--- src/rtl/rap_err_acc.sv ---
// Error-metric accumulator for the RAP-CLA approximate adder: per accepted sample it
// forms the exact sum and error distance and keeps count/error/sum/max statistics per run.
module rap_err_acc #(
    parameter int W     = 16,
    parameter int CNT_W = 32,
    parameter int ACC_W = 48
) (
    input  logic             clk,
    input  logic             rst_n,
    input  logic             start,
    input  logic [CNT_W-1:0] n_samples,
    input  logic             in_valid,
    output logic             in_ready,
    input  logic [W-1:0]     a,
    input  logic [W-1:0]     b,
    input  logic [W:0]       approx_sum,
    output logic             busy,
    output logic             done,
    output logic [CNT_W-1:0] sample_cnt,
    output logic [CNT_W-1:0] err_cnt,
    output logic [ACC_W-1:0] ed_sum,
    output logic [W:0]       ed_max
);

    typedef enum logic [1:0] {S_IDLE, S_RUN, S_DONE} state_t;

    state_t           state_q, state_d;
    logic [CNT_W-1:0] target_q, target_d;
    logic [CNT_W-1:0] cnt_q, cnt_d;
    logic [CNT_W-1:0] err_q, err_d;
    logic [ACC_W-1:0] sum_q, sum_d;
    logic [W:0]       max_q, max_d;

    logic [W:0] exact;
    logic [W:0] ed;
    logic       accept;

    function automatic logic [W:0] abs_diff(input logic [W:0] x, input logic [W:0] y);
        return (x >= y) ? (x - y) : (y - x);
    endfunction

    function automatic logic [ACC_W-1:0] sat_add(input logic [ACC_W-1:0] acc,
                                                 input logic [W:0]       inc);
        logic [ACC_W:0] s;
        s = {1'b0, acc} + {{(ACC_W-W){1'b0}}, inc};
        return s[ACC_W] ? {ACC_W{1'b1}} : s[ACC_W-1:0];
    endfunction

    // A start cycle never accepts: its handshake is discarded in favour of the restart.
    assign in_ready = (state_q == S_RUN) && !start;
    assign accept   = in_valid && in_ready;
    assign exact    = {1'b0, a} + {1'b0, b};
    assign ed       = abs_diff(exact, approx_sum);

    always_comb begin
        state_d  = state_q;
        target_d = target_q;
        cnt_d    = cnt_q;
        err_d    = err_q;
        sum_d    = sum_q;
        max_d    = max_q;
        if (start) begin
            target_d = n_samples;
            cnt_d    = '0;
            err_d    = '0;
            sum_d    = '0;
            max_d    = '0;
            state_d  = (n_samples != '0) ? S_RUN : S_DONE;
        end else if (accept) begin
            cnt_d = cnt_q + CNT_W'(1);
            err_d = err_q + {{(CNT_W-1){1'b0}}, (ed != '0)};
            sum_d = sat_add(sum_q, ed);
            max_d = (ed > max_q) ? ed : max_q;
            if (cnt_d == target_q) begin
                state_d = S_DONE;
            end
        end
    end

    always_ff @(posedge clk or negedge rst_n) begin
        if (!rst_n) begin
            state_q  <= S_IDLE;
            target_q <= '0;
            cnt_q    <= '0;
            err_q    <= '0;
            sum_q    <= '0;
            max_q    <= '0;
        end else begin
            state_q  <= state_d;
            target_q <= target_d;
            cnt_q    <= cnt_d;
            err_q    <= err_d;
            sum_q    <= sum_d;
            max_q    <= max_d;
        end
    end

    assign busy       = (state_q == S_RUN);
    assign done       = (state_q == S_DONE);
    assign sample_cnt = cnt_q;
    assign err_cnt    = err_q;
    assign ed_sum     = sum_q;
    assign ed_max     = max_q;

endmodule
--- config.mk ---
export PLATFORM = sky130hd
export DESIGN_NAME = rap_err_acc
export DESIGN_NICKNAME = d
export VERILOG_FILES = /design/src/rtl/rap_err_acc.sv
export SDC_FILE = /design/constraint.sdc
export NUM_CORES = 1
export LEC_CHECK = 0
export ABC_CLOCK_PERIOD_IN_PS = 6400
export BUFFER_PORTS_ARGS = -buffer_cell sky130_fd_sc_hd__clkbuf_2
export CAP_MARGIN = 20
export CORE_MARGIN = 5
export CORE_UTILIZATION = 55
export DETAILED_ROUTE_END_ITERATION = 8
export PLACE_DENSITY = 0.79
export SYNTH_ARGS = -nofsm -noshare
export SYNTH_HDL_FRONTEND = slang
export SYNTH_SLANG_ARGS = --single-unit
--- constraint.sdc ---
create_clock -name clk -period 6.4 [get_ports clk]
set_input_delay 0.64 -clock clk [delete_from_list [all_inputs] [get_ports clk]]
set_output_delay 0.64 -clock clk [all_outputs]
set_load 0.01 [all_outputs]
# --- After elaboration in Yosys (flattened, before gate mapping) ---
# Index checks and enable logic that the tools add are counted.
op_classes:
  reduce_logical: 10
  n_addsub: 6
  bitwise_logic: 0
  n_eq_ne: 3
  muxes: 15
  n_div: 0
  n_mul: 0
  shifts: 0
  magnitude_cmp: 2
ops:
  columns: ["operator", "count"]
  rows:
  - ["two-way mux 48 bit", 3]
  - ["two-way mux 32 bit", 4]
  - ["two-way mux 17 bit", 4]
  - ["adder 48 x 17 -> 49 bit", 1]
  - ["subtractor 17 bit", 2]
  - ["adder 32 x 1 -> 32 bit", 1]
  - ["adder 32 x 1 -> 32 bit (second input constant)", 1]
  - ["equality test 32 bit", 1]
  - ["nonzero test 32 bit", 1]
  - ["adder 16 x 16 -> 17 bit", 1]
  - [">= comparator 17 bit", 1]
  - ["greater-than comparator 17 bit", 1]
  - ["nonzero test 17 bit", 1]
  - ["two-way mux 2 bit", 4]
  - ["nonzero test 2 bit", 3]
  - ["AND reduction 2 bit", 2]
  - ["equality test 2 x 1 -> 1 bit (second input constant)", 1]
  - ["equality test 2 bit (second input constant)", 1]
  - ["logical AND 1 bit", 2]
  - ["zero test 1 bit", 1]
totals:
  regBits: 163
  mem_count: 0
  ramBits: 0
  romBits: 0
  word_cells: 42
  out_inout_bits: 132
  latchBits: 0

# --- Longest topological paths before layout ---
# Gate-level depths: netlist of the first run.
depth:
  word_depth: 7
  ltp_mapped: 34
  ltp_nobuf: 33

# --- Worst setup path after synthesis of the first run ---
# No wires, ideal clock.
synth_timing:
  path_kind: "input-to-reg"
  from: "in a[0]"
  to: "reg sum_q[42], in the netlist ed_sum[42]"
  n_path_buf: 3
  path_slack_ns: -0.718
  cell_stages: 32
  t_arrival_ns: 7.018
  cell_sequence: "ha_1 fa_1 a21o_1 a21oi_1 o21bai_1 a21oi_1 nor2b_1 o21ai_0 a31o_2 nor2b_1 xnor2_1 ha_1 buf_6 a21oi_4 o21bai_1 a311o_1 o32a_1 buf_6 nor3_4 nor3_1 or3_1 and2_4 ha_1 and3_1 nand3_1 a211o_1 a211oi_1 o21ai_0 clkbuf_1 nor3b_1 a31oi_1 a311oi_1"
synth_between:
  elab_chain_cells: 7
  word_cells_on_any_way: 9
  cone_classes: "add/sub: 4; order compare: 1; mux: 4"
synth_lines:
  columns: ["element", "line", "text"]
  rows:
  - ["start, declared", "14", "input logic [W-1:0] a,"]
  - ["adder 16 x 16 -> 17 bit *", "52", "assign exact = {1'b0, a} + {1'b0, b};"]
  - ["subtractor 17 bit / >= comparator 17 bit (equally long branches)", "39", "return (x >= y) ? (x - y) : (y - x);"]
  - ["two-way mux 17 bit *", "39", null]
  - ["adder 48 x 17 -> 49 bit *", "45", "s = {1'b0, acc} + {{(ACC_W-W){1'b0}}, inc};"]
  - ["two-way mux 48 bit *", "46", "return s[ACC_W] ? {ACC_W{1'b1}} : s[ACC_W-1:0];"]
  - ["two-way mux 48 bit *", "69", "end else if (accept) begin"]
  - ["two-way mux 48 bit *", "62", "if (start) begin"]
  - ["end signal, assigned", "93", "sum_q <= sum_d;"]
  - ["end, declared", "31", "logic [ACC_W-1:0] sum_q, sum_d;"]
# Every way passes the cells marked *; elsewhere a longest branch is shown, timed or not. The select of a mux whose other input is x is not followed.
# A chain may end at the register's enable or synchronous reset.

# --- Worst setup path after layout of the first run ---
layout_timing:
  from: "in b[0]"
  to: "reg sum_q[38], in the netlist ed_sum[38]"
layout_between:
  elab_chain_cells: 7
  word_cells_on_any_way: 9
  cone_classes: "add/sub: 4; order compare: 1; mux: 4"
layout_lines:
  columns: ["element", "line", "text"]
  rows:
  - ["start, declared", "15", "input logic [W-1:0] b,"]
  - ["adder 16 x 16 -> 17 bit *", "52", null]
  - ["subtractor 17 bit / >= comparator 17 bit (equally long branches)", "39", null]
  - ["two-way mux 17 bit *", "39", null]
  - ["adder 48 x 17 -> 49 bit *", "45", null]
  - ["two-way mux 48 bit *", "46", null]
  - ["two-way mux 48 bit *", "69", null]
  - ["two-way mux 48 bit *", "62", null]
# Marked as above.

==> results of run 1 <==
## flip-flops by register name, summed over array words and instances (netlist names)
register and count:
ed_sum 48, err_cnt 32, sample_cnt 32, target_q 32, ed_max 17, state_q 2
## power groups by stage
stage / Sequential, mW / Combinational, mW / Clock [mW]
2_1_floorplan: 1.16 / 1.15 / 0
3_3_place_gp: 1.16 / 1.92 / 0
3_5_place_dp: 1.16 / 1.98 / 0
4_1_cts: 1.14 / 2.07 / 1.05
5_1_grt: 1.15 / 2.52 / 1.10
6_report: 1.15 / 2.31 / 1.04
## worst paths after layout
| check | from | endpoint | cells past startpoint |
|---|---|---|---|
| worst max-delay path | b[0] | ed_sum[38]$_DFFE_PN0P_ | 33 |
| worst min-delay path | rst_n | sample_cnt[11]$_DFFE_PN0P_ | 1 |
| worst max register to register | ed_sum[21]$_DFFE_PN0P_ | ed_sum[36]$_DFFE_PN0P_ | 11 |
| worst min register to register | err_cnt[30]$_DFFE_PN0P_ | err_cnt[30]$_DFFE_PN0P_ | 1 |
| max in group asynchronous | rst_n | ed_max[4]$_DFFE_PN0P_ | 2 |
| min in group clk | n_samples[21] | target_q[21]$_DFFE_PN0P_ | 2 |
## cells by family (layout without fill, tap and decap cells)
group | Yosys count | in the layout | share of synthesized area [%]
buffers and inverters | 140 | 550 | 4.67
multiplexers | 71 | 71 | 6.30
AND/OR/NAND/NOR | 493 | 493 | 20.7
AO/OA/AOI/OAI | 302 | 302 | 16.2
adder cells (fa/ha/maj) | 91 | 91 | 9.58
XOR/XNOR | 127 | 127 | 9.12
flip-flops | 163 | 163 | 33.4
## cells in the mapped netlist, types with 12 or more instances
cell type | number | area, um^2
a211oi_1 | 15 | 113
a21o_1 | 26 | 195
a21oi_1 | 83 | 415
a311oi_1 | 21 | 184
a31oi_1 | 21 | 131
and3_1 | 23 | 144
and4_1 | 16 | 140
clkbuf_1 | 39 | 146
dfrtp_1 | 163 | 4080
ha_1 | 87 | 1090
inv_1 | 79 | 297
mux2_2 | 46 | 518
mux2i_1 | 25 | 250
nand2_1 | 88 | 330
nand2b_1 | 18 | 113
nand3_1 | 40 | 200
nand3b_1 | 12 | 90.1
nand4_1 | 31 | 194
nor2_1 | 133 | 499
nor2b_1 | 13 | 81.3
nor3_1 | 45 | 225
nor4_1 | 24 | 150
o21a_1 | 13 | 97.6
o21ai_0 | 61 | 305
or3_1 | 22 | 138
xnor2_1 | 74 | 648
xor2_1 | 53 | 464
## cells in the final DEF (no fill, tap or decap), drive strengths merged, types with 13 or more instances in the layout
cell type / Yosys / routed
nand4: 31 / 31
nand3: 42 / 42
a211oi: 15 / 15
xnor2: 74 / 74
a311oi: 21 / 21
a21oi: 84 / 84
a21o: 26 / 26
inv: 79 / 85
nor3: 46 / 46
dfrtp: 163 / 163
clkbuf: 40 / 230
a31oi: 21 / 21
and2: 13 / 13
nor4: 24 / 24
or3: 23 / 23
nand2: 88 / 88
and3: 23 / 23
nor2b: 13 / 13
nand2b: 18 / 18
buf: 21 / 226
mux2i: 25 / 25
nor2: 133 / 133
o21a: 13 / 13
mux2: 46 / 46
o21ai: 61 / 61
and4: 16 / 16
ha: 87 / 87
xor2: 53 / 53
## metrics by stage
step	area [um^2]	cells	utilization [%]	setup slack, ns
detailed placement	14900	1996	68.1	-0.923
global route	16400	2077	75.1	-0.577
global placement	14900	1996	68.1	-0.599
CTS	15700	2051	72.1	0.00393
floorplan	12400	1387	-	-0.146
finish	16400	2077	75.1	-0.208
## per-layer routing
| layer | routed length, um | track usage [%] |
|---|---|---|
| met5 | 0 | 0 |
| met4 | 1220 | 10.4 |
| met3 | 2540 | 5.70 |
| met2 | 19400 | 50.3 |
| met1 | 15200 | 35.7 |
## cell type report
class | instances | area (um^2)
multi-input cells | 1084 | 8170
fillers | 1529 | 5440
flip-flops and latches | 163 | 4080
repair buffers | 439 | 2890
clock buffers | 17 | 425
well taps | 280 | 350
inverters | 79 | 297
clock inverters | 15 | 173
## repair_timing
action,CTS,global route
endpoints found under the setup margin,69,78
gates cloned,0,1
gates resized for setup,25,88
pin swaps,24,57
setup buffers,23,26
hold endpoints to repair,0,0
==> impl_metrics.tcl, run 1 <==
set metrics [dict create \
    crit_top_cell "ha_4" \
    startpoint_type "primary input" \
    path_class "primary input to flip-flop" \
    wl_per_cell_um 18.5 \
    cpMaxStageDelayCell "nor4_1" \
    p_int_mw 2.79 \
    syn_to_final_growth_pct 34.3 \
    synth_edf_count 0 \
    hold_ws_ns 0.224 \
    drtAntennaViolNets 0 \
    synth_nets 1563 \
    die_h_um 159 \
    ys_warn_count 0 \
    rsz0062_at_grt "true" \
    hp-class "primary input to async pin" \
    drc 0 \
    combPwrFrac_pct 51.3 \
    power.share.clock_pct 23.2 \
    setup_slack_ns -0.208 \
    drive_above_1_share_pct 34.6 \
    period_minus_slack_ns 6.61 \
    clock_skew_ns 0.00782 \
    synthArstFlopShare_pct 100 \
    port-buffer-count 216 \
    worstPathRequired_ns 6.67 \
    fp-row-count 54 \
    cts_buffers 17 \
    path_delay_family "compound AO/OA/AOI/OAI gates" \
    ctsHoldBuffers 0 \
    critPathBufInv 4 \
    dieArea_um2 25300 \
    setup_violations 32 \
    clk_pin_slew_ns 0.07 \
    arrival_ns 6.88 \
    antenna_found_initial 0 \
    vdd_drop_max_v 0.000206 \
    grt_overflow 0 \
    fin_nets 1960 \
    grt_max_degree 95 \
    finalCritPeriodShare_pct 103 \
    placeableCoreArea_um2 21800 \
    cp_max_fo 5 \
    setup_tns_ns -1.91 \
    drv_cap 0 \
    clock_path_buffers 2 \
    sequentialPowerShare_pct 25.5 \
    hpwl_mm 28.0 \
    io_pins 217 \
    reg2reg_slack_ns 2.86 \
    drt_iter0_markers 1033 \
    clock_sinks 163 \
    globalRouteTotalUtil_pct 28.9 \
    cellLeakagePower_nw 7.83 \
    total_power_mw 4.50 \
    slew_violations 0 \
    gp_congestion 1.00 \
    cts_root_buf "clkbuf_16" \
    vias_per_cell 5.96 \
    via_count 12379 \
    htree_levels 4 \
    endpoint_kind "flip-flop" \
    relSlewSlack_pct 36.0 \
    wl_mm 38.4 \
    max_stage_delay_ns 0.40 \
    cts_tree "yes" \
    synth_area_um2 12200 \
    grt_pass1_vias 12476 \
    grt_pass1_wl_mm 61.9 \
    synthFlopType "dfrtp_1" \
    syn_inst 1387 \
    die_w_um 159 \
    dr.pass1.iters 5 \
    synthDistinctLibCells 69 \
    swShare_pct 37.9 \
    p_per_area_nw_per_um2 275 \
    avgSynthCellArea_um2 8.80 \
    status "complete, but fails checks" \
    finalHoldViolations 0 \
    ys_seq_area_share_pct 33.4 \
    ys_ff_latch 163 \
    violations "negative setup slack" \
    start_util_pct 55.9 \
    p_sw_mw 1.71 \
    antennaDiodeCount 0 \
    fmax_ghz 0.151 \
    tightest_slew_ns 0.960 \
    clock_latency_ns 0.44 \
]
Power figures use the tool's default switching activity.
==> run 2, diff against run 1 <==
==> config.mk (replaced) <==
export PLATFORM = sky130hd
export DESIGN_NAME = rap_err_acc
export DESIGN_NICKNAME = d
export VERILOG_FILES = /design/src/rtl/rap_err_acc.sv
export SDC_FILE = /design/constraint.sdc
export NUM_CORES = 1
export LEC_CHECK = 0
export ABC_CLOCK_PERIOD_IN_PS = 5500
export BUFFER_PORTS_ARGS = -buffer_cell sky130_fd_sc_hd__clkbuf_2
export CAP_MARGIN = 20
export CORE_MARGIN = 5
export CORE_UTILIZATION = 52
export DETAILED_ROUTE_END_ITERATION = 8
export PLACE_DENSITY = 0.78
export SYNTH_ARGS = -nofsm -noshare
export SYNTH_HDL_FRONTEND = slang
export SYNTH_SLANG_ARGS = --single-unit
==> constraint.sdc (replaced) <==
create_clock -name clk -period 5.5 [get_ports clk]
set_input_delay 1.65 -clock clk [delete_from_list [all_inputs] [get_ports clk]]
set_output_delay 1.65 -clock clk [all_outputs]
set_load 0.01 [all_outputs]
==> impl_metrics.tcl, run 2 (synthesized netlist as in run 1, its figures left out) <==
set metrics [dict create \
    status "complete, but fails checks" \
    violations "negative setup slack" \
    wl_per_cell_um 17.8 \
    port-buffer-count 216 \
    arrival_ns 7.81 \
    setup_tns_ns -165.80 \
    fmax_ghz 0.133 \
    antennaDiodeCount 0 \
    final_common_cell "buf_4" \
    fillCellCount 1649 \
    final_core_util_pct 73.2 \
    max_stage_delay_ns 0.37 \
    largest_reg_flops 48 \
    grt_max_degree 107 \
    startpoint_type "primary input" \
    dr.pass1.iters 6 \
    globalRouteTotalUtil_pct 28.2 \
    layout_common_cells "buf_4 (262), clkbuf_2 (212), dfrtp_1 (163)" \
    setup_violations 97 \
    dieArea_um2 26600 \
    cellLeakagePower_nw 8.12 \
    ctsHoldBuffers 0 \
    clk_pin_slew_ns 0.07 \
    sequentialPowerShare_pct 25.3 \
    grt_overflow 0 \
    swShare_pct 37.1 \
    cts_buffers 17 \
    period_minus_slack_ns 7.55 \
    dp_worst_setup_slack_ns -2.70 \
    drtAntennaViolNets 0 \
    reg2reg_slack_ns 1.96 \
    p_sw_mw 1.96 \
    place_area_um2 15400 \
    cts_tree "yes" \
    placeableCoreArea_um2 23300 \
    rsz0062_at_grt "true" \
    clock_sinks 163 \
    antenna_found_initial 0 \
    combPwrFrac_pct 53.2 \
    drv_cap 0 \
    p_per_area_nw_per_um2 310 \
    grt_pass1_vias 12543 \
    start_util_pct 52.4 \
    endpoint_kind "flip-flop" \
    clock_path_buffers 2 \
    setup_slack_ns -2.05 \
    clock_skew_ns 0.0129 \
    hold_ws_ns 0.511 \
    tightest_slew_ns 1.14 \
    htree_levels 4 \
    vias_per_cell 5.78 \
    hp-class "flip-flop to flip-flop" \
    cts_root_buf "clkbuf_16" \
    syn_to_final_growth_pct 39.5 \
    cp_max_fo 5 \
    finalCritPeriodShare_pct 137 \
    gp_congestion 0.938 \
    drt_iter0_markers 986 \
    final_cell_area_um2 17000 \
    clock_latency_ns 0.44 \
    drive_above_1_share_pct 37.4 \
    hpwl_mm 28.3 \
    fp-row-count 56 \
    vdd_drop_max_v 0.000225 \
    slew_violations 0 \
    drc 0 \
    die_w_um 163 \
    grt_pass1_wl_mm 61.8 \
    worstPathRequired_ns 5.76 \
    power.share.clock_pct 21.4 \
    wl_mm 38.7 \
    cpMaxStageDelayCell "or3_4" \
    io_pins 217 \
    path_class "primary input to flip-flop" \
    relSlewSlack_pct 24.3 \
    finalHoldViolations 0 \
    p_int_mw 3.32 \
    die_h_um 163 \
    via_count 12571 \
    fin_nets 2021 \
]
run 2: cell types whose count changed in the layout (fill, tap and decap cells not counted), sizes merged:
cell,before,now
buf,226,288
clkinvlp,6,2
clkinv,2,5
bufinv,1,0
clkbuf,230,231
inv,85,84
run 2: area by class of cell:
type	instances	area (um^2)	share of cell area (%)
tap	319	399	2.34
clock inverter	12	97.6	0.573
multi-input combinational	1084	8310	48.8
sequential	163	4080	24.0
clock buffer	19	453	2.66
timing repair buffer	500	3390	19.9
inverter	79	299	1.76
run 2: critical path: cells and delay by family:
kind / cells / cell delay, ns
AO/OA/AOI/OAI: 11 / 1.82
XOR/XNOR: 1 / 0.09
buffers and inverters: 6 / 0.87
adder cells (fa/ha/maj): 4 / 1.07
AND/OR/NAND/NOR: 13 / 2.32
run 2: per-stage QoR:
| stage | power, mW | instances |
|---|---|---|
| 6_report | 5.28 | 2176 |
| 5_1_grt | 5.58 | 2176 |
| 4_1_cts | 5.09 | 2158 |
| 3_5_place_dp | 3.72 | 2096 |
| 3_3_place_gp | 3.66 | 2096 |
| 2_1_floorplan | 2.69 | 1387 |
run 2: timing repair:
item,4_1_cts,5_1_grt
gates resized for setup,84,60
setup buffers,30,20
gates cloned,2,0
pin swaps,54,43
endpoints found under the setup margin,97,97
run 2: per-layer routing:
layer | up-vias | wire length, um | part of all wire, % | GRT usage [%]
met5 | - | 0 | 0 | 0
met4 | 0 | 1210 | 3.1 | 8.81
met3 | 99 | 2390 | 6.2 | 4.21
met2 | 479 | 19600 | 51 | 50.5
met1 | 6085 | 15600 | 40 | 35.0
li1 | 5908 | - | - | -
run 2: final timing paths:
path                       depth (start not counted)                         end                    start
min in group asynchronous                          1  sample_cnt[10]$_DFFE_PN0P_                    rst_n
setup / recovery                                  35      ed_sum[38]$_DFFE_PN0P_                     b[0]
max in group asynchronous                          2  sample_cnt[24]$_DFFE_PN0P_                    rst_n
hold reg to reg                                    1     err_cnt[20]$_DFFE_PN0P_  err_cnt[20]$_DFFE_PN0P_
setup reg to reg                                   9      ed_sum[33]$_DFFE_PN0P_   ed_sum[21]$_DFFE_PN0P_
hold / removal                                     1     err_cnt[20]$_DFFE_PN0P_  err_cnt[20]$_DFFE_PN0P_
run 2: power groups by stage:
stage	registers, mW	logic [mW]	clock network (mW)
floorplan	1.35	1.34	0
global placement	1.35	2.31	0
detailed placement	1.36	2.37	0
CTS	1.33	2.62	1.14
global route	1.35	3.05	1.19
finish	1.34	2.81	1.13
==> run 3, diff against run 2 <==
--- a/config.mk
+++ b/config.mk
@@ -9,9 +9,9 @@
 export BUFFER_PORTS_ARGS = -buffer_cell sky130_fd_sc_hd__clkbuf_2
 export CAP_MARGIN = 20
 export CORE_MARGIN = 5
-export CORE_UTILIZATION = 52
+export CORE_UTILIZATION = 40
 export DETAILED_ROUTE_END_ITERATION = 8
-export PLACE_DENSITY = 0.78
+export SKIP_LAST_GASP = 1
 export SYNTH_ARGS = -nofsm -noshare
 export SYNTH_HDL_FRONTEND = slang
 export SYNTH_SLANG_ARGS = --single-unit
==> impl_metrics.tcl, run 3 (synthesized netlist as in run 1, its figures left out) <==
set metrics [dict create \
    max_stage_delay_ns 0.39 \
    via_count 11920 \
    dieArea_um2 34100 \
    globalRouteTotalUtil_pct 21.4 \
    r2r_cells 9 \
    cts_tree "yes" \
    violations "negative setup slack" \
    finalHoldViolations 0 \
    relSlewSlack_pct 33.4 \
    clock_skew_ns 0.00914 \
    power.share.clock_pct 24.6 \
    p_per_area_nw_per_um2 308 \
    layout_common_cells "buf_4 (241), clkbuf_2 (210), dfrtp_1 (163)" \
    clock_path_buffers 2 \
    finalCritPeriodShare_pct 136 \
    hpwl_mm 28.5 \
    fin_nets 2008 \
    r2r_start "ed_sum[21]$_DFFE_PN0P_" \
    antennaDiodeCount 0 \
    min-delay-start "err_cnt[16]$_DFFE_PN0P_" \
    largest_reg_flops 48 \
    final_cell_area_um2 17000 \
    sequentialPowerShare_pct 25.5 \
    place_area_um2 15500 \
    drt_iter0_markers 640 \
    grt_pass1_vias 11772 \
    drive_above_1_share_pct 36.7 \
    tightest_slew_ns 0.998 \
    dp_worst_setup_slack_ns -2.68 \
    path_class "primary input to flip-flop" \
    vdd_drop_max_v 0.000226 \
    port-buffer-count 216 \
    grt_pass1_wl_mm 59.8 \
    clock_latency_ns 0.43 \
    final_common_cell "buf_4" \
    status "complete, but fails checks" \
    wl_per_cell_um 16.6 \
    gp_congestion 0.896 \
    dr.pass1.iters 5 \
    htree_levels 4 \
    hp-class "flip-flop to flip-flop" \
    drtAntennaViolNets 0 \
    worstHoldEndpoint "err_cnt[16]$_DFFE_PN0P_" \
    swShare_pct 34.9 \
    grt_max_degree 94 \
    min_path_cells 1 \
    total_power_mw 5.24 \
    path_delay_family "compound AO/OA/AOI/OAI gates" \
    cp_max_fo 4 \
    drc 0 \
    vias_per_cell 5.32 \
    antenna_found_initial 0 \
    cts_buffers 17 \
    setup_violations 97 \
    combPwrFrac_pct 49.9 \
    grt_overflow 0 \
    cellLeakagePower_nw 8.10 \
    clk_pin_slew_ns 0.06 \
    die_w_um 185 \
    startpoint_type "primary input" \
    rsz0062_at_grt "true" \
    fmax_ghz 0.134 \
    setup_slack_ns -1.99 \
    fp-row-count 64 \
    worstPathRequired_ns 5.81 \
    clock_sinks 163 \
    endpoint_kind "flip-flop" \
    start_util_pct 40.2 \
    placeableCoreArea_um2 30300 \
    cts_root_buf "clkbuf_16" \
    p_sw_mw 1.83 \
    p_int_mw 3.41 \
    rr_endpoint "ed_sum[24]$_DFFE_PN0P_" \
    syn_to_final_growth_pct 39.7 \
    ctsHoldBuffers 0 \
    io_pins 217 \
    reg2reg_slack_ns 2.10 \
    die_h_um 185 \
    period_minus_slack_ns 7.49 \
    critPathBufInv 7 \
    crit_top_cell "buf_6" \
    setup_tns_ns -164.41 \
    drv_cap 0 \
    wl_mm 37.3 \
    cpMaxStageDelayCell "o32a_1" \
    slew_violations 0 \
    arrival_ns 7.80 \
]
==> run 3: final cells by class <==
| class | count | area [um^2] |
|---|---|---|
| clock buffer | 23 | 478 |
| clock inverter | 8 | 150 |
| timing repair buffer | 487 | 3300 |
| tap | 396 | 495 |
| multi-input combinational | 1084 | 8240 |
| fill | 2812 | 13300 |
| inverter | 79 | 299 |
| sequential | 163 | 4080 |
==> run 3: how the worst max path moves through the flow <==
stage          startpoint                 endpoint  slack [ns]  cells past startpoint
2_1_floorplan        a[0]  err_cnt[30]$_DFFE_PN0P_       -2.06                     34
3_3_place_gp         a[0]  err_cnt[30]$_DFFE_PN0P_       -2.56                     34
3_5_place_dp         a[0]  err_cnt[30]$_DFFE_PN0P_       -2.68                     35
4_1_cts              a[0]   ed_sum[42]$_DFFE_PN0P_       -2.06                     33
5_1_grt              b[1]  err_cnt[30]$_DFFE_PN0P_       -2.30                     35
6_report             b[0]  err_cnt[30]$_DFFE_PN0P_       -1.99                     38
==> run 3: layer usage <==
| layer | global-route usage, % | vias up | part of all wire, % |
|---|---|---|---|
| li1 | - | 5883 | - |
| met1 | 28.2 | 5677 | 45 |
| met2 | 36.4 | 300 | 48 |
| met3 | 3.18 | 60 | 4.6 |
| met4 | 6.81 | 0 | 2.6 |
| met5 | 0 | - | 0 |
==> run 3: power by group through the flow <==
stage / Sequential [mW] / Combinational (mW) / Clock, mW
after CTS: 1.34 / 2.51 / 1.31
after global placement: 1.36 / 2.33 / 0
after global routing: 1.34 / 2.87 / 1.37
after detailed placement: 1.36 / 2.36 / 0
after floorplan: 1.35 / 1.34 / 0
final: 1.34 / 2.62 / 1.29
==> run 3: through the flow <==
step / hold slack (ns) / instances / utilization, %
floorplan: 0.498 / 1387 / -
global placement: 0.492 / 2173 / 51.0
detailed placement: 0.495 / 2173 / 51.0
CTS: 0.501 / 2231 / 54.9
global route: 0.521 / 2240 / 56.2
finish: 0.498 / 2240 / 56.2
==> run 3: timing repair <==
action,CTS,global route
pin swaps,43,72
endpoints found under the setup margin,97,97
gates cloned,1,0
gates resized for setup,89,79
setup buffers,28,19
